$ cat config.mk
export PLATFORM = sky130hd
export DESIGN_NAME = act_tile_scheduler_flat
export DESIGN_NICKNAME = d
export VERILOG_FILES = /design/src/rtl/act_tile_scheduler_if.sv /design/src/rtl/act_tile_scheduler.sv /design/src/flat_wrapper.sv
export SDC_FILE = /design/constraint.sdc
export NUM_CORES = 1
export LEC_CHECK = 0
export ABC_AREA = 1
export BUFFER_PORTS_ARGS = -buffer_cell sky130_fd_sc_hd__buf_4
export CORE_MARGIN = 3
export CORE_UTILIZATION = 49
export DETAILED_ROUTE_END_ITERATION = 7
export GPL_TIMING_DRIVEN = 0
export PLACE_DENSITY_LB_ADDON = 0.3
export SLEW_MARGIN = 0
export SYNTH_ARGS = -nofsm -noshare
export SYNTH_HDL_FRONTEND = slang
export SYNTH_SLANG_ARGS = --single-unit
export TNS_END_PERCENT = 50
$ cat constraint.sdc
create_clock -name clk -period 1.75 [get_ports clk]
set_input_delay 0.35 -clock clk [delete_from_list [all_inputs] [get_ports clk]]
set_output_delay 0.35 -clock clk [all_outputs]
set_load 0.05 [all_outputs]
$ cat src/rtl/act_tile_scheduler_if.sv
// ---------------------------------------------------------------------------
// act_tile_scheduler_if
// Groups the layer-config, downstream-ready, activation-return and
// memory-start signals of the activation tile scheduler into one bundle.
//
// Modports:
//   slave  : the scheduler itself (consumes cfg_*, ds_ready, act_valid;
//            drives mem_*, tile_idx, busy, done, err_timeout)
//   master : the layer controller / host side plus the memory block
//            (drives cfg_*, ds_ready, act_valid; observes the rest)
// ---------------------------------------------------------------------------
interface act_tile_scheduler_if #(
  parameter int unsigned ADDR_W  = 11,
  parameter int unsigned BATCH_W = 6,
  parameter int unsigned TILE_W  = 8
);
  logic               cfg_go;
  logic [ADDR_W-1:0]  cfg_base;
  logic [ADDR_W-1:0]  cfg_stride;
  logic [TILE_W-1:0]  cfg_num_tiles;
  logic [BATCH_W-1:0] cfg_batch;
  logic               ds_ready;
  logic               act_valid;
  logic               mem_start;
  logic [ADDR_W-1:0]  mem_addr_start;
  logic [BATCH_W-1:0] mem_batch;
  logic [TILE_W-1:0]  tile_idx;
  logic               busy;
  logic               done;
  logic               err_timeout;

  modport slave (
    input  cfg_go, cfg_base, cfg_stride, cfg_num_tiles, cfg_batch,
    input  ds_ready, act_valid,
    output mem_start, mem_addr_start, mem_batch, tile_idx, busy, done, err_timeout
  );

  modport master (
    output cfg_go, cfg_base, cfg_stride, cfg_num_tiles, cfg_batch,
    output ds_ready, act_valid,
    input  mem_start, mem_addr_start, mem_batch, tile_idx, busy, done, err_timeout
  );
endinterface

$ cat src/rtl/act_tile_scheduler.sv
// ---------------------------------------------------------------------------
// act_tile_scheduler
// Sequences the activation memory read port over a multi-tile layer pass.
// A layer config (base, stride, tile count, batch) is latched on cfg_go; one
// mem_start pulse is issued per tile with its start address, returned
// activation beats are counted to detect tile completion, and each next tile
// is gated on ds_ready.
//
// Ports:
//   clk     : clock
//   resetn  : synchronous active-low reset
//   bus     : act_tile_scheduler_if.slave
//             in : cfg_go, cfg_base, cfg_stride, cfg_num_tiles, cfg_batch,
//                  ds_ready, act_valid
//             out: mem_start, mem_addr_start, mem_batch, tile_idx, busy,
//                  done, err_timeout (all registered)
//
// Optional feature macro: ACT_SCHED_TIMEOUT_EN
//   defined   : a stall counter runs in STREAM, cleared on every beat; after
//               TIMEOUT consecutive beat-less cycles err_timeout is set
//               (sticky until the next accepted cfg_go) and the pass aborts
//               to IDLE without a done pulse. TIMEOUT exists only then.
//   undefined : no stall counter, err_timeout stays 0, STREAM waits forever.
// ---------------------------------------------------------------------------
module act_tile_scheduler #(
  parameter int unsigned ADDR_W  = 11,
  parameter int unsigned BATCH_W = 6,
  parameter int unsigned TILE_W  = 8
`ifdef ACT_SCHED_TIMEOUT_EN
  ,
  parameter int unsigned TIMEOUT = 64
`endif
) (
  input  logic                clk,
  input  logic                resetn,
  act_tile_scheduler_if.slave bus
);

  typedef enum logic [1:0] {
    ST_IDLE   = 2'd0,
    ST_ISSUE  = 2'd1,
    ST_STREAM = 2'd2,
    ST_DONE   = 2'd3
  } state_e;

  localparam logic [ADDR_W-1:0]  ADDR_ZERO = {ADDR_W{1'b0}};
  localparam logic [BATCH_W-1:0] BEAT_ZERO = {BATCH_W{1'b0}};
  localparam logic [BATCH_W-1:0] BEAT_ONE  = {{(BATCH_W-1){1'b0}}, 1'b1};
  localparam logic [TILE_W-1:0]  TILE_ZERO = {TILE_W{1'b0}};
  localparam logic [TILE_W-1:0]  TILE_ONE  = {{(TILE_W-1){1'b0}}, 1'b1};

  state_e             state_r,     state_nxt_s;
  logic [ADDR_W-1:0]  addr_r,      addr_nxt_s;
  logic [ADDR_W-1:0]  stride_r,    stride_nxt_s;
  logic [BATCH_W-1:0] batch_r,     batch_nxt_s;
  logic [BATCH_W-1:0] beat_r,      beat_nxt_s;
  logic [TILE_W-1:0]  tile_r,      tile_nxt_s;
  logic [TILE_W-1:0]  num_tiles_r, num_tiles_nxt_s;
  logic               start_r,     start_nxt_s;
  logic               busy_r,      busy_nxt_s;
  logic               done_r,      done_nxt_s;
  logic               err_r,       err_nxt_s;
  logic               tile_last_s;

`ifdef ACT_SCHED_TIMEOUT_EN
  // Counter holds 0..TIMEOUT-1; the TIMEOUT-th quiet cycle fires the abort.
  localparam int unsigned        IDLE_W    = (TIMEOUT > 2) ? $clog2(TIMEOUT) : 1;
  localparam logic [IDLE_W-1:0]  IDLE_ZERO = {IDLE_W{1'b0}};
  localparam logic [IDLE_W-1:0]  IDLE_ONE  = {{(IDLE_W-1){1'b0}}, 1'b1};
  localparam logic [IDLE_W-1:0]  IDLE_LAST = IDLE_W'(TIMEOUT - 1);
  logic [IDLE_W-1:0] idle_r, idle_nxt_s;
`endif

  // Last tile of the pass: num_tiles is never 0 here (0 skips straight to DONE).
  assign tile_last_s = (tile_r == (num_tiles_r - TILE_ONE));

  // Next-state and next-output computation for the whole scheduler.
  always_comb begin
    state_nxt_s     = state_r;
    addr_nxt_s      = addr_r;
    stride_nxt_s    = stride_r;
    batch_nxt_s     = batch_r;
    beat_nxt_s      = beat_r;
    tile_nxt_s      = tile_r;
    num_tiles_nxt_s = num_tiles_r;
    err_nxt_s       = err_r;
    start_nxt_s     = 1'b0;
    done_nxt_s      = 1'b0;
`ifdef ACT_SCHED_TIMEOUT_EN
    idle_nxt_s      = idle_r;
`endif
    case (state_r)
      ST_IDLE: begin
        if (bus.cfg_go) begin
          addr_nxt_s      = bus.cfg_base;
          stride_nxt_s    = bus.cfg_stride;
          batch_nxt_s     = bus.cfg_batch;
          num_tiles_nxt_s = bus.cfg_num_tiles;
          tile_nxt_s      = TILE_ZERO;
          beat_nxt_s      = BEAT_ZERO;
          err_nxt_s       = 1'b0;
          if (bus.cfg_num_tiles == TILE_ZERO) begin
            state_nxt_s = ST_DONE;
          end else begin
            state_nxt_s = ST_ISSUE;
          end
        end else begin
          state_nxt_s = ST_IDLE;
        end
      end
      ST_ISSUE: begin
        if (bus.ds_ready) begin
          start_nxt_s = 1'b1;
          state_nxt_s = ST_STREAM;
`ifdef ACT_SCHED_TIMEOUT_EN
          idle_nxt_s  = IDLE_ZERO;
`endif
        end else begin
          state_nxt_s = ST_ISSUE;
        end
      end
      ST_STREAM: begin
        if (bus.act_valid) begin
`ifdef ACT_SCHED_TIMEOUT_EN
          idle_nxt_s = IDLE_ZERO;
`endif
          if (beat_r == batch_r) begin
            // Final beat of the tile; address/batch stay stable until here.
            beat_nxt_s = BEAT_ZERO;
            if (tile_last_s) begin
              state_nxt_s = ST_DONE;
            end else begin
              tile_nxt_s  = tile_r + TILE_ONE;
              addr_nxt_s  = addr_r + stride_r;  // wraps modulo 2^ADDR_W
              state_nxt_s = ST_ISSUE;
            end
          end else begin
            beat_nxt_s = beat_r + BEAT_ONE;
          end
        end else begin
`ifdef ACT_SCHED_TIMEOUT_EN
          if (idle_r == IDLE_LAST) begin
            err_nxt_s   = 1'b1;
            beat_nxt_s  = BEAT_ZERO;
            idle_nxt_s  = IDLE_ZERO;
            state_nxt_s = ST_IDLE;
          end else begin
            idle_nxt_s  = idle_r + IDLE_ONE;
          end
`else
          state_nxt_s = ST_STREAM;
`endif
        end
      end
      ST_DONE: begin
        done_nxt_s  = 1'b1;
        state_nxt_s = ST_IDLE;
      end
      default: begin
        state_nxt_s = ST_IDLE;
      end
    endcase
    busy_nxt_s = (state_nxt_s != ST_IDLE);
  end

  // State and output registers with synchronous active-low reset.
  always_ff @(posedge clk) begin
    if (!resetn) begin
      state_r     <= ST_IDLE;
      addr_r      <= ADDR_ZERO;
      stride_r    <= ADDR_ZERO;
      batch_r     <= BEAT_ZERO;
      beat_r      <= BEAT_ZERO;
      tile_r      <= TILE_ZERO;
      num_tiles_r <= TILE_ZERO;
      start_r     <= 1'b0;
      busy_r      <= 1'b0;
      done_r      <= 1'b0;
      err_r       <= 1'b0;
`ifdef ACT_SCHED_TIMEOUT_EN
      idle_r      <= IDLE_ZERO;
`endif
    end else begin
      state_r     <= state_nxt_s;
      addr_r      <= addr_nxt_s;
      stride_r    <= stride_nxt_s;
      batch_r     <= batch_nxt_s;
      beat_r      <= beat_nxt_s;
      tile_r      <= tile_nxt_s;
      num_tiles_r <= num_tiles_nxt_s;
      start_r     <= start_nxt_s;
      busy_r      <= busy_nxt_s;
      done_r      <= done_nxt_s;
      err_r       <= err_nxt_s;
`ifdef ACT_SCHED_TIMEOUT_EN
      idle_r      <= idle_nxt_s;
`endif
    end
  end

  assign bus.mem_start      = start_r;
  assign bus.mem_addr_start = addr_r;
  assign bus.mem_batch      = batch_r;
  assign bus.tile_idx       = tile_r;
  assign bus.busy           = busy_r;
  assign bus.done           = done_r;
  assign bus.err_timeout    = err_r;

endmodule

$ cat src/flat_wrapper.sv
// flat-port wrapper written by rule: the top's interface ports become plain ports
module act_tile_scheduler_flat 
#(
  parameter int unsigned ADDR_W  = 11,
  parameter int unsigned BATCH_W = 6,
  parameter int unsigned TILE_W  = 8

)
  (clk, resetn, bus_cfg_go, bus_cfg_base, bus_cfg_stride, bus_cfg_num_tiles, bus_cfg_batch, bus_ds_ready, bus_act_valid, bus_mem_start, bus_mem_addr_start, bus_mem_batch, bus_tile_idx, bus_busy, bus_done, bus_err_timeout);
  act_tile_scheduler_if #(.ADDR_W(ADDR_W), .BATCH_W(BATCH_W), .TILE_W(TILE_W)) bus_i ();
  input  logic clk;
  input  logic resetn;
  input wire logic [$bits(bus_i.cfg_go)-1:0] bus_cfg_go;
  input wire logic [$bits(bus_i.cfg_base)-1:0] bus_cfg_base;
  input wire logic [$bits(bus_i.cfg_stride)-1:0] bus_cfg_stride;
  input wire logic [$bits(bus_i.cfg_num_tiles)-1:0] bus_cfg_num_tiles;
  input wire logic [$bits(bus_i.cfg_batch)-1:0] bus_cfg_batch;
  input wire logic [$bits(bus_i.ds_ready)-1:0] bus_ds_ready;
  input wire logic [$bits(bus_i.act_valid)-1:0] bus_act_valid;
  output wire logic [$bits(bus_i.mem_start)-1:0] bus_mem_start;
  output wire logic [$bits(bus_i.mem_addr_start)-1:0] bus_mem_addr_start;
  output wire logic [$bits(bus_i.mem_batch)-1:0] bus_mem_batch;
  output wire logic [$bits(bus_i.tile_idx)-1:0] bus_tile_idx;
  output wire logic [$bits(bus_i.busy)-1:0] bus_busy;
  output wire logic [$bits(bus_i.done)-1:0] bus_done;
  output wire logic [$bits(bus_i.err_timeout)-1:0] bus_err_timeout;
  assign bus_i.cfg_go = bus_cfg_go;
  assign bus_i.cfg_base = bus_cfg_base;
  assign bus_i.cfg_stride = bus_cfg_stride;
  assign bus_i.cfg_num_tiles = bus_cfg_num_tiles;
  assign bus_i.cfg_batch = bus_cfg_batch;
  assign bus_i.ds_ready = bus_ds_ready;
  assign bus_i.act_valid = bus_act_valid;
  assign bus_mem_start = bus_i.mem_start;
  assign bus_mem_addr_start = bus_i.mem_addr_start;
  assign bus_mem_batch = bus_i.mem_batch;
  assign bus_tile_idx = bus_i.tile_idx;
  assign bus_busy = bus_i.busy;
  assign bus_done = bus_i.done;
  assign bus_err_timeout = bus_i.err_timeout;
  act_tile_scheduler #(.ADDR_W(ADDR_W), .BATCH_W(BATCH_W), .TILE_W(TILE_W)) u_core (.clk(clk), .resetn(resetn), .bus(bus_i));
endmodule
# Word-level counts from Yosys, hierarchy flattened
# Index checks and enable logic that the tools add are counted.
# op_classes
add_sub_neg,4
eq_ne,9
n_mux,23
n_reduce_logical,8
# op_table
cell,n
$mux W11,4
$mux W8,4
$pmux W11 S2,1
$mux W6,3
$pmux W8 S2,1
$mux W2,6
$pmux W6 S2,1
$add A11 B11 Y11,1
$add A8 B1 Y8 const B,1
$eq A8 B8 Y1,1
$logic_not A8 Y1,1
$pmux W2 S4,1
$sub A8 B1 Y8 const B,1
$add A6 B1 Y6 const B,1
$eq A6 B6 Y1,1
$ne A2 B2 Y1 const B,3
$reduce_and A5 Y1,1
$eq A2 B2 Y1 const B,2
$reduce_and A2 Y1,2
$reduce_bool A2 Y1,2
$reduce_and A3 Y1,1
$eq A2 B1 Y1 const B,1
$logic_not A2 Y1,1
$mux W1,2
$ne A2 B1 Y1 const B,1
# word_totals
reg_bits,55
input_bits,41
wordCells,54

# Depth between registers and ports, before layout
# Gate-level depths: netlist of run 1.
# logic_depth
word_depth,7
ltp_mapped,15
depth_no_buf,14

# Worst setup path before layout of run 1
# No wires, ideal clock.
# synth_path
kind,reg-to-reg
startpoint,register u_core.addr_r[0] (netlist: u_core.bus.mem_addr_start[0])
endpoint,register u_core.addr_r[8] (netlist: u_core.bus.mem_addr_start[8])
setup_ns,0.111
arrival_time_ns,1.959
required_ns,1.639
path_slack_ns,-0.321
stages_incl_launch_ff,14
n_path_buf,0
synth_period_minus_slack_ns,2.071
cell_sequence,dfxtp_1 > ha_1 > inv_1 > fa_1 > inv_1 > nand2_1 > nand3_1 > nand2_1 > nand2_1 > nand2_1 > nand2_1 > o21ai_0 > nor2_1 > nor2_1
# synth_between
elab_chain_len,5
# synth_lines
item,line,rtl
from (decl),act_tile_scheduler.sv:53,"logic [ADDR_W-1:0] addr_r, addr_nxt_s;"
from (signal assigned),act_tile_scheduler.sv:185,addr_r <= addr_nxt_s;
$add A11 B11 Y11,act_tile_scheduler.sv:134,addr_nxt_s = addr_r + stride_r;
$mux W11,act_tile_scheduler.sv:130,if (tile_last_s) begin
$mux W11,act_tile_scheduler.sv:127,if (beat_r == batch_r) begin
$mux W11,act_tile_scheduler.sv:123,if (bus.act_valid) begin
$pmux W11 S2,act_tile_scheduler.sv:92,case (state_r)
# No other way between the ends. The select of a mux whose other input is x is not followed.
# A chain may end at the register's enable or synchronous reset.

# Final worst setup path of run 1
# layout_path
startpoint,register u_core.num_tiles_r[0]
endpoint,register u_core.tile_r[1] (netlist: u_core.bus.tile_idx[1])
# layout_between
elab_chain_len,4
# layout_lines
item,line,rtl
from (decl),act_tile_scheduler.sv:58,"logic [TILE_W-1:0] num_tiles_r, num_tiles_nxt_s;"
from (signal assigned),act_tile_scheduler.sv:190,num_tiles_r <= num_tiles_nxt_s;
$sub A8 B1 Y8,act_tile_scheduler.sv:75,assign tile_last_s = (tile_r == (num_tiles_r - TILE_ONE));
$eq A8 B8 Y1,act_tile_scheduler.sv:75,
$ne A2 B2 Y1 (no source line),--,
$reduce_and A5 Y1 (no source line),--,
to (signal assigned),act_tile_scheduler.sv:189,tile_r <= tile_nxt_s;
to (decl),act_tile_scheduler.sv:57,"logic [TILE_W-1:0] tile_r, tile_nxt_s;"
# No other way between the ends.

==> flow_summary.json, run 1 <==
{
  "grt_max_degree": 18,
  "final_layout_size_suffix_gt1_share_pct": 23.3,
  "slowest_delay_ns": 0.37,
  "clock-skew-final_ns": 0.0130,
  "r2r-start": "u_core.num_tiles_r[0]",
  "fin_crit_sh_pct": 107,
  "rows": 28,
  "htree_num_levels": 2,
  "path_max_fanout": 5,
  "synth-main-ff-cell": "dfxtp_1",
  "cp-start-kind": "register",
  "num_io_pins": 70,
  "worst_slack_ns": -0.129,
  "ctsHoldBuffers": 0,
  "synth-async-reset-ratio_pct": 0,
  "power.density_nw_per_um2": 890,
  "cpMaxStageDelayCell": "dfxtp_2",
  "num_antenna_cells": 0,
  "ant_nets": 0,
  "clk_latency_ns": 0.32,
  "synth_area_um2": 3180,
  "numClockSinks": 55,
  "yosys_register_bits": 55,
  "outcome": "complete, but fails checks",
  "drc_errors": 0,
  "clk_pin_slew_ns": 0.11,
  "cp_num_buf_inv": 3,
  "worstPathRequired_ns": 1.96,
  "pre_cts_ws_ns": -0.229,
  "start_util_pct": 52.2,
  "place_congestion": 0.870,
  "reg2reg_to": "u_core.bus.tile_idx[1]",
  "worst_slew_pin_slew_ns": 0.546,
  "worst-path-stages": 13,
  "cts.path.max_buffers": 2,
  "drt_pass1_iterations": 4,
  "p_leak_nw": 1.98,
  "fin_nets": 626,
  "grtUsageTotal_pct": 21.8,
  "cts_tree": "done",
  "synth.distinct_cells": 34,
  "core-area_um2": 6100,
  "final_util_pct": 67.6,
  "routedWlPerCell_um": 13.1,
  "area_growth_pct": 29.5,
  "fmax_ghz": 0.532,
  "hold_violations": 0,
  "maxSlewHeadroom_pct": 63.6,
  "path_cells": "inv_4, ha_4, xnor2_1, nor2_1, nand3_1, nor2_1, nand3_2, nand2_4, buf_4, clkbuf_16, nand2_1, nand2_1, nor2_1",
  "syn_nets": 541,
  "hp-class": "in2reg",
  "startpoint": "u_core.num_tiles_r[0]",
  "vias_per_cell": 5.19,
  "grt_pass1_wl_mm": 13.2,
  "cp_top_family": "simple AND/OR/NAND/NOR gates",
  "synth_edf_count": 0,
  "final_common_cell": "nand2_1",
  "ff2ff_setup_slack_ns": -0.13,
  "root_buffer": "clkbuf_8",
  "die_area_um2": 7490,
  "ir_worst_vdd_v": 0.000486,
  "violations": "negative setup slack",
  "synth_seq_area_share_pct": 34.6,
  "totalWireLength_mm": 8.50,
  "grt_pass1_vias": 2932,
  "die_width_um": 86.6,
  "first_iter_violations": 181,
  "grt_overflow_total": 0,
  "portBuffers": 68,
  "endpoint": "u_core.bus.tile_idx[1]",
  "die_h_um": 86.6,
  "crit_path_end_kind": "register",
  "layout.cells.most_common_list": "112 x nand2_1, 80 x nor2_1, 79 x buf_4, 42 x inv_1, 40 x dfxtp_1",
  "fin_crit_ns": 1.88,
  "avgSynthCellArea_um2": 6.54,
  "worst_ep_arrival_time_ns": 2.09,
  "hpwl_mm": 6.33,
  "slew_viol_final": 0,
  "critPathKind": "reg2reg",
  "synthCells": 486,
  "antenna_found_initial": 0,
  "crit_path_frequent_cell": "nor2_1",
  "vias": 3358,
  "setup_violations": 17,
  "reg2reg_depth": 13,
  "rsz0062_at_grt": "true",
  "maxCapViolations": 0,
  "ys_warn_count": 0,
  "cts-buffers-inserted": 5
}
[state kept, by name, summed over array words and instances, names as in the netlist]
name and count:
u_core.beat_r 6, u_core.bus.busy 1, u_core.bus.done 1, u_core.bus.mem_addr_start 11, u_core.bus.mem_batch 6, u_core.bus.mem_start 1, u_core.bus.tile_idx 8, u_core.num_tiles_r 8
u_core.state_r 2, u_core.stride_r 11
[routing by layer]
| layer | vias up | part of all wire (%) | track usage (%) |
|---|---|---|---|
| met3 | 14 | 6.2 | 3.80 |
| met1 | 1515 | 43 | 28.3 |
| met4 | 0 | 1.6 | 4.67 |
| li1 | 1724 | - | - |
| met2 | 105 | 49 | 37.8 |
| met5 | - | 0 | 0 |
[worst min-delay path by stage]
stage	startpoint	end	cells past startpoint
3_5_place_dp	u_core.state_r[1]	u_core.bus.done	2
4_1_cts	bus_cfg_batch[1]	u_core.bus.mem_batch[1]	3
2_1_floorplan	u_core.num_tiles_r[1]	u_core.num_tiles_r[1]	2
5_1_grt	bus_cfg_batch[1]	u_core.bus.mem_batch[1]	3
6_report	bus_cfg_batch[4]	u_core.bus.mem_batch[4]	3
3_3_place_gp	u_core.num_tiles_r[1]	u_core.num_tiles_r[1]	2
[synthesized netlist by cell type (2+ instances only)]
cell type / number / area share [%]
inv_2: 2 / 0.24
nand2_1: 113 / 13
nand2_2: 3 / 0.59
o21ai_0: 36 / 5.7
ha_1: 13 / 5.1
dfxtp_1: 55 / 35
buf_4: 3 / 0.71
o21ai_1: 4 / 0.63
inv_1: 46 / 5.4
xor2_1: 16 / 4.4
buf_2: 2 / 0.31
nor3b_1: 2 / 0.47
nor4_1: 2 / 0.39
nand3_1: 35 / 5.5
nand4_1: 5 / 0.98
buf_1: 2 / 0.24
a21oi_1: 26 / 4.1
nor2_1: 84 / 9.9
or2_2: 3 / 0.59
clkbuf_1: 10 / 1.2
nor3_1: 6 / 0.94
xnor2_1: 6 / 1.7
[final cells by class]
type	instances	area (um^2)
fill	536	1980
multi-input combinational	364	1900
sequential	55	1130
timing repair buffer	78	603
inverter	49	190
clock buffer	7	97.6
buffer	18	96.3
tap	75	93.8
clock inverter	1	8.76
[kinds of logic (layout without fill, tap and decap cells)]
family | after synthesis | count (layout) | share of synthesized area [%]
compound gates | 71 | 71 | 11.6
xor+xnor | 22 | 22 | 6.06
fa+ha+maj | 14 | 14 | 5.74
buf+inv | 67 | 153 | 8.38
flops | 55 | 55 | 34.6
other cells | 1 | 1 | 0.118
simple gates | 256 | 256 | 33.5
[per-stage QoR]
stage	cells	setup TNS (ns)	hold WS, ns	instance area (um^2)	total power, W
floorplan	486	0	0.448	3210	0.00236
global placement	629	-3.45	0.469	3820	0.00269
detailed placement	629	-3.76	0.473	3820	0.00272
CTS	639	-0.599	0.284	4010	0.00356
global route	647	-3.32	0.286	4120	0.00386
finish	647	-1.08	0.279	4120	0.00366
[tightest hold or removal path, stage by stage]
cell     delay (ns)
buf_4          0.07
o21ai_0        0.07
nor2_1         0.07
[power by group]
group | switching, W | internal (W)
Sequential | 0.000119 | 0.00138
Combinational | 0.000816 | 0.000524
Clock | 0.000448 | 0.000376
[timing repair]
item                       CTS  global route
pin swaps                   10             7
buffers inserted             2             7
resized for setup           20             8
gates cloned                 0             1
setup endpoints to repair   21            32
Power figures use the tool's default switching activity.
==> run 2: changes to the inputs <==
--- a/config.mk
+++ b/config.mk
@@ -6,10 +6,10 @@
 export NUM_CORES = 1
 export LEC_CHECK = 0
 export ABC_AREA = 1
-export BUFFER_PORTS_ARGS = -buffer_cell sky130_fd_sc_hd__buf_4
 export CORE_MARGIN = 3
-export CORE_UTILIZATION = 49
+export CORE_UTILIZATION = 57
 export DETAILED_ROUTE_END_ITERATION = 7
+export DONT_BUFFER_PORTS = 1
 export GPL_TIMING_DRIVEN = 0
 export PLACE_DENSITY_LB_ADDON = 0.3
 export SLEW_MARGIN = 0
==> run 2 against run 1 <==
Effect of this change:
- the flow still finishes with violations (negative setup slack)
- largest power group unchanged
- die area decreased by 13%
- worst setup slack worse by 0.012 ns
- sequential power increased by 15%
- final area down 11%
- core utilization up 2.3 points
- clock skew grew 0.0043 ns
- highest routed layer unchanged
- non-clock buffer count down 70
- largest cell class unchanged
==> flow_summary.json, run 2 (synthesis gave the netlist of run 1 again) <==
{
  "antenna_found_initial": 0,
  "grt_pass1_wl_mm": 13.5,
  "power.density_nw_per_um2": 951,
  "cts.path.max_buffers": 2,
  "vias_per_cell": 5.47,
  "hp-class": "in2reg",
  "seqCellArea_um2": 1180,
  "rsz0062_at_grt": "true",
  "drt_pass1_iterations": 4,
  "grt_max_degree": 18,
  "worst_ep_arrival_time_ns": 2.09,
  "numClockSinks": 55,
  "maxCapViolations": 0,
  "clk_pin_slew_ns": 0.11,
  "layout.cells.most_common_list": "111 x nand2_1, 81 x nor2_1, 40 x inv_1, 35 x o21ai_0, 31 x nand3_1",
  "start_util_pct": 60.7,
  "grt_pass1_vias": 3019,
  "worst_slew_pin_slew_ns": 0.652,
  "ant_nets": 0,
  "cts-buffers-inserted": 5,
  "place_congestion": 0.891,
  "fmax_ghz": 0.529,
  "ir_worst_vdd_v": 0.000714,
  "outcome": "complete, but fails checks",
  "crit_path_end_kind": "register",
  "violations": "negative setup slack",
  "root_buffer": "clkbuf_8",
  "rows": 26,
  "die_h_um": 80.7,
  "die_width_um": 80.7,
  "core-area_um2": 5240,
  "critPathKind": "reg2reg",
  "multiInputGateArea_um2": 1930,
  "hold_violations": 0,
  "area_growth_pct": 15.1,
  "clock-skew-final_ns": 0.0173,
  "dp_cells": 556,
  "slew_viol_final": 0,
  "reg2reg_depth": 10,
  "setup_violations": 20,
  "final_common_cell": "nand2_1",
  "p_leak_nw": 1.63,
  "clk_latency_ns": 0.32,
  "num_antenna_cells": 0,
  "hpwl_mm": 6.03,
  "worst_slack_ns": -0.141,
  "fill_cells": 424,
  "grtUsageTotal_pct": 26.7,
  "pre_cts_ws_ns": -0.372,
  "layout.cells.non_filler": 572,
  "fin_crit_sh_pct": 108,
  "path_max_fanout": 10,
  "vias": 3130,
  "cts_tree": "done",
  "routedWlPerCell_um": 14.3,
  "num_io_pins": 70,
  "totalWireLength_mm": 8.18,
  "min_path_cells": 2,
  "maxSlewHeadroom_pct": 56.5,
  "die_area_um2": 6510,
  "htree_num_levels": 2,
  "worstPathRequired_ns": 1.95,
  "cp-start-kind": "register",
  "ctsHoldBuffers": 0,
  "fin_crit_ns": 1.89,
  "grt_overflow_total": 0,
  "first_iter_violations": 153,
  "portBuffers": 0,
  "final_layout_size_suffix_gt1_share_pct": 16.5,
  "fin_nets": 556,
  "drc_errors": 0
}
-- run 2: worst paths after layout --
path	from	to	slack, ns
min reg2reg	u_core.state_r[1]	u_core.bus.done	0.48
max reg2reg	u_core.state_r[0]	u_core.bus.mem_addr_start[6]	-0.14
min	resetn	u_core.bus.mem_addr_start[10]	0.18
max	u_core.state_r[0]	u_core.bus.mem_addr_start[6]	-0.14
-- run 2: critical path: stages (launching register included) --
cell	delay [ns]
dfxtp_1	0.37
nor2_1	0.19
nand2_2	0.21
nand2_4	0.17
inv_2	0.08
a21oi_4	0.18
nand2_4	0.09
buf_4	0.15
buf_6	0.12
o21ai_0	0.15
nor2_1	0.07
-- run 2: cell type report --
class	count	share of cell area, %
flip-flops and latches	55	32.3
well taps	70	2.39
plain buffers	18	2.60
clock buffers	7	2.67
multi-input cells	364	52.8
clock inverters	1	0.239
repair buffers	8	1.74
inverters	49	5.30
-- run 2: repair_timing --
item / 4_1_cts / 5_1_grt
gates resized for setup: 49 / 17
buffers inserted: 6 / 1
setup endpoints to repair: 25 / 31
cloned: 1 / 0
pin swaps: 14 / 13
hold endpoints to repair: 0 / 0
-- run 2: metrics by stage --
step	TNS, ns	hold WS [ns]	instance area, um^2	total power (W)	utilization [%]
finish	-1.45	0.181	3660	0.00348	69.9
global route	-4.85	0.193	3660	0.00371	69.9
CTS	-1.30	0.173	3600	0.00343	68.7
detailed placement	-6.86	0.474	3300	0.00255	63.0
global placement	-5.32	0.470	3300	0.00253	63.0
floorplan	0	0.448	3210	0.00236	-
-- run 2: report_power, final --
group	total, W	internal (W)	switching (W)
sequential	0.00172	0.00138	0.000340
clock	0.000818	0.000376	0.000442
combinational	0.000938	0.000373	0.000565
-- run 2: routing by layer --
metal | wire length [um] | GRT usage, %
met5 | 0 | 0
met4 | 159 | 8.95
met3 | 550 | 5.83
met2 | 4080 | 47.1
met1 | 3390 | 31.9
==> run 3: changes to the inputs <==
--- a/config.mk
+++ b/config.mk
@@ -12,6 +12,7 @@
 export DONT_BUFFER_PORTS = 1
 export GPL_TIMING_DRIVEN = 0
 export PLACE_DENSITY_LB_ADDON = 0.3
+export SKIP_CTS_REPAIR_TIMING = 1
 export SLEW_MARGIN = 0
 export SYNTH_ARGS = -nofsm -noshare
 export SYNTH_HDL_FRONTEND = slang
==> constraint.sdc (replaced) <==
create_clock -name clk -period 1.75 [get_ports clk]
set_input_delay 0.35 -clock clk [delete_from_list [all_inputs] [get_ports clk]]
set_output_delay 0.35 -clock clk [all_outputs]
set_load 0.005 [all_outputs]
==> run 3 against run 2 <==
Effect of this change:
- the flow still finishes with violations (negative setup slack)
- sequential power down 13%
- core utilization down 1.3 points
- total power down 3.9%
- global-route usage down 1.3 points
- die area unchanged
- flip-flop and latch count unchanged
- first-iteration DRC count up 60%
- cell count up 0.35%
- register-to-register slack worse by 0.09 ns
- via count up 1.6%
- largest power group unchanged
==> flow_summary.json, run 3 (synthesis gave the netlist of run 1 again) <==
{
  "fin_crit_sh_pct": 113,
  "worst_ep_arrival_time_ns": 2.23,
  "root_buffer": "clkbuf_8",
  "worst_slack_ns": -0.234,
  "slowest_delay_ns": 0.34,
  "cp_top_family": "simple AND/OR/NAND/NOR gates",
  "die_h_um": 80.7,
  "cts_tree": "done",
  "violations": "negative setup slack",
  "cts.path.max_buffers": 2,
  "path_cells": "inv_2, ha_4, nand2_1, nor2_1, nand2_1, nand2_1, nand3_1, nor2_2, nand3_2, nand2_4, buf_4, clkbuf_16, nand2_1, a21oi_1",
  "die_area_um2": 6510,
  "grt_pass1_wl_mm": 12.9,
  "hp-class": "in2reg",
  "ff2ff_setup_slack_ns": -0.23,
  "hold_violations": 0,
  "internal-power_w": 0.00221,
  "die_width_um": 80.7,
  "place_congestion": 0.894,
  "layout.cells.most_common_list": "113 x nand2_1, 79 x nor2_1, 50 x dfxtp_1, 42 x inv_1, 35 x o21ai_0",
  "fin_total_pwr_w": 0.00334,
  "core-area_um2": 5240,
  "fmax_ghz": 0.504,
  "maxSlewHeadroom_pct": 59.1,
  "final_layout_size_suffix_gt1_share_pct": 11.1,
  "cp-start-kind": "register",
  "final_util_pct": 68.6,
  "clock-skew-final_ns": 0.0136,
  "p_sw_share_pct": 33.9,
  "hpwl_mm": 5.98,
  "final_common_cell": "nand2_1",
  "drt_pass1_iterations": 6,
  "cts-buffers-inserted": 5,
  "antenna_found_initial": 0,
  "power_frac_comb_pct": 29.2,
  "pre_cts_ws_ns": -0.240,
  "holdWs_ns": 0.182,
  "area_growth_pct": 13.0,
  "num_antenna_cells": 0,
  "num_io_pins": 70,
  "htree_num_levels": 2,
  "cp_num_buf_inv": 3,
  "portBuffers": 0,
  "ant_nets": 0,
  "fin_crit_ns": 1.98,
  "worst_slew_pin_slew_ns": 0.613,
  "crit_path_frequent_cell": "nand2_1",
  "start_util_pct": 60.7,
  "rsz0062_at_grt": "true",
  "grt_overflow_total": 0,
  "p_sw_w": 0.00114,
  "drc_errors": 0,
  "grtUsageTotal_pct": 25.4,
  "fin_nets": 558,
  "slew_viol_final": 0,
  "rows": 26,
  "maxCapViolations": 0,
  "critPathKind": "reg2reg",
  "setup_violations": 21,
  "numClockSinks": 55,
  "grt_max_degree": 18,
  "clk_pin_slew_ns": 0.11,
  "cpMaxStageDelayCell": "dfxtp_2",
  "ir_worst_vdd_v": 0.000600,
  "clkPwrFrac_pct": 25.9,
  "worstPathRequired_ns": 1.99,
  "first_iter_violations": 245,
  "vias_per_cell": 5.54,
  "grt_pass1_vias": 2857,
  "vias": 3180,
  "clk_latency_ns": 0.31,
  "power.density_nw_per_um2": 930,
  "routedWlPerCell_um": 14.6,
  "outcome": "complete, but fails checks",
  "p_leak_nw": 1.64,
  "crit_path_end_kind": "register",
  "path_max_fanout": 6,
  "p_seq_share_pct": 44.9,
  "totalWireLength_mm": 8.37
}
-- run 3: metrics by stage --
step,setup TNS [ns],instances,instance area (um^2)
4_1_cts,-4.54,564,3380
2_1_floorplan,0,486,3180
6_report,-3.79,574,3590
3_5_place_dp,-4.06,556,3270
5_1_grt,-5.97,574,3590
3_3_place_gp,-3.59,556,3270
-- run 3: area by class of cell --
type,count,area [um^2]
buffer,18,100
clock buffer,6,72.6
clock inverter,2,38.8
fill,467,1640
inverter,49,191
multi-input combinational,364,1880
sequential,55,1110
tap,70,87.6
timing repair buffer,10,110
-- run 3: path summary, 6_finish.rpt --
| kind | from | depth (start not counted) | endpoint |
|---|---|---|---|
| worst max-delay path | u_core.num_tiles_r[0] | 14 | u_core.bus.tile_idx[5] |
| worst min-delay path | resetn | 2 | u_core.bus.mem_addr_start[10] |
| worst max register to register | u_core.num_tiles_r[0] | 14 | u_core.bus.tile_idx[5] |
| worst min register to register | u_core.state_r[1] | 2 | u_core.bus.done |
-- run 3: per-layer routing --
metal	vias up	wire length (um)	global-route usage [%]
li1	1589	-	-
met1	1452	3490	31.2
met2	127	4100	43.5
met3	12	658	6.50
met4	0	125	7.77
met5	-	0	0
-- run 3: power groups by stage --
stage                     Sequential [W]  Combinational, W  Clock (W)
after floorplan                  0.00148          0.000651          0
after CTS                        0.00149          0.000814   0.000874
after global routing             0.00152           0.00110   0.000928
after global placement           0.00151          0.000782          0
after detailed placement         0.00152          0.000808          0
final                            0.00150          0.000977   0.000867
-- run 3: worst reg2reg max path: cells and delay by family, from the launching register on --
family | cells | cell delay (ns)
compound gates | 1 | 0.14
simple gates | 9 | 0.92
flops | 1 | 0.34
fa+ha+maj | 1 | 0.16
buf+inv | 3 | 0.35
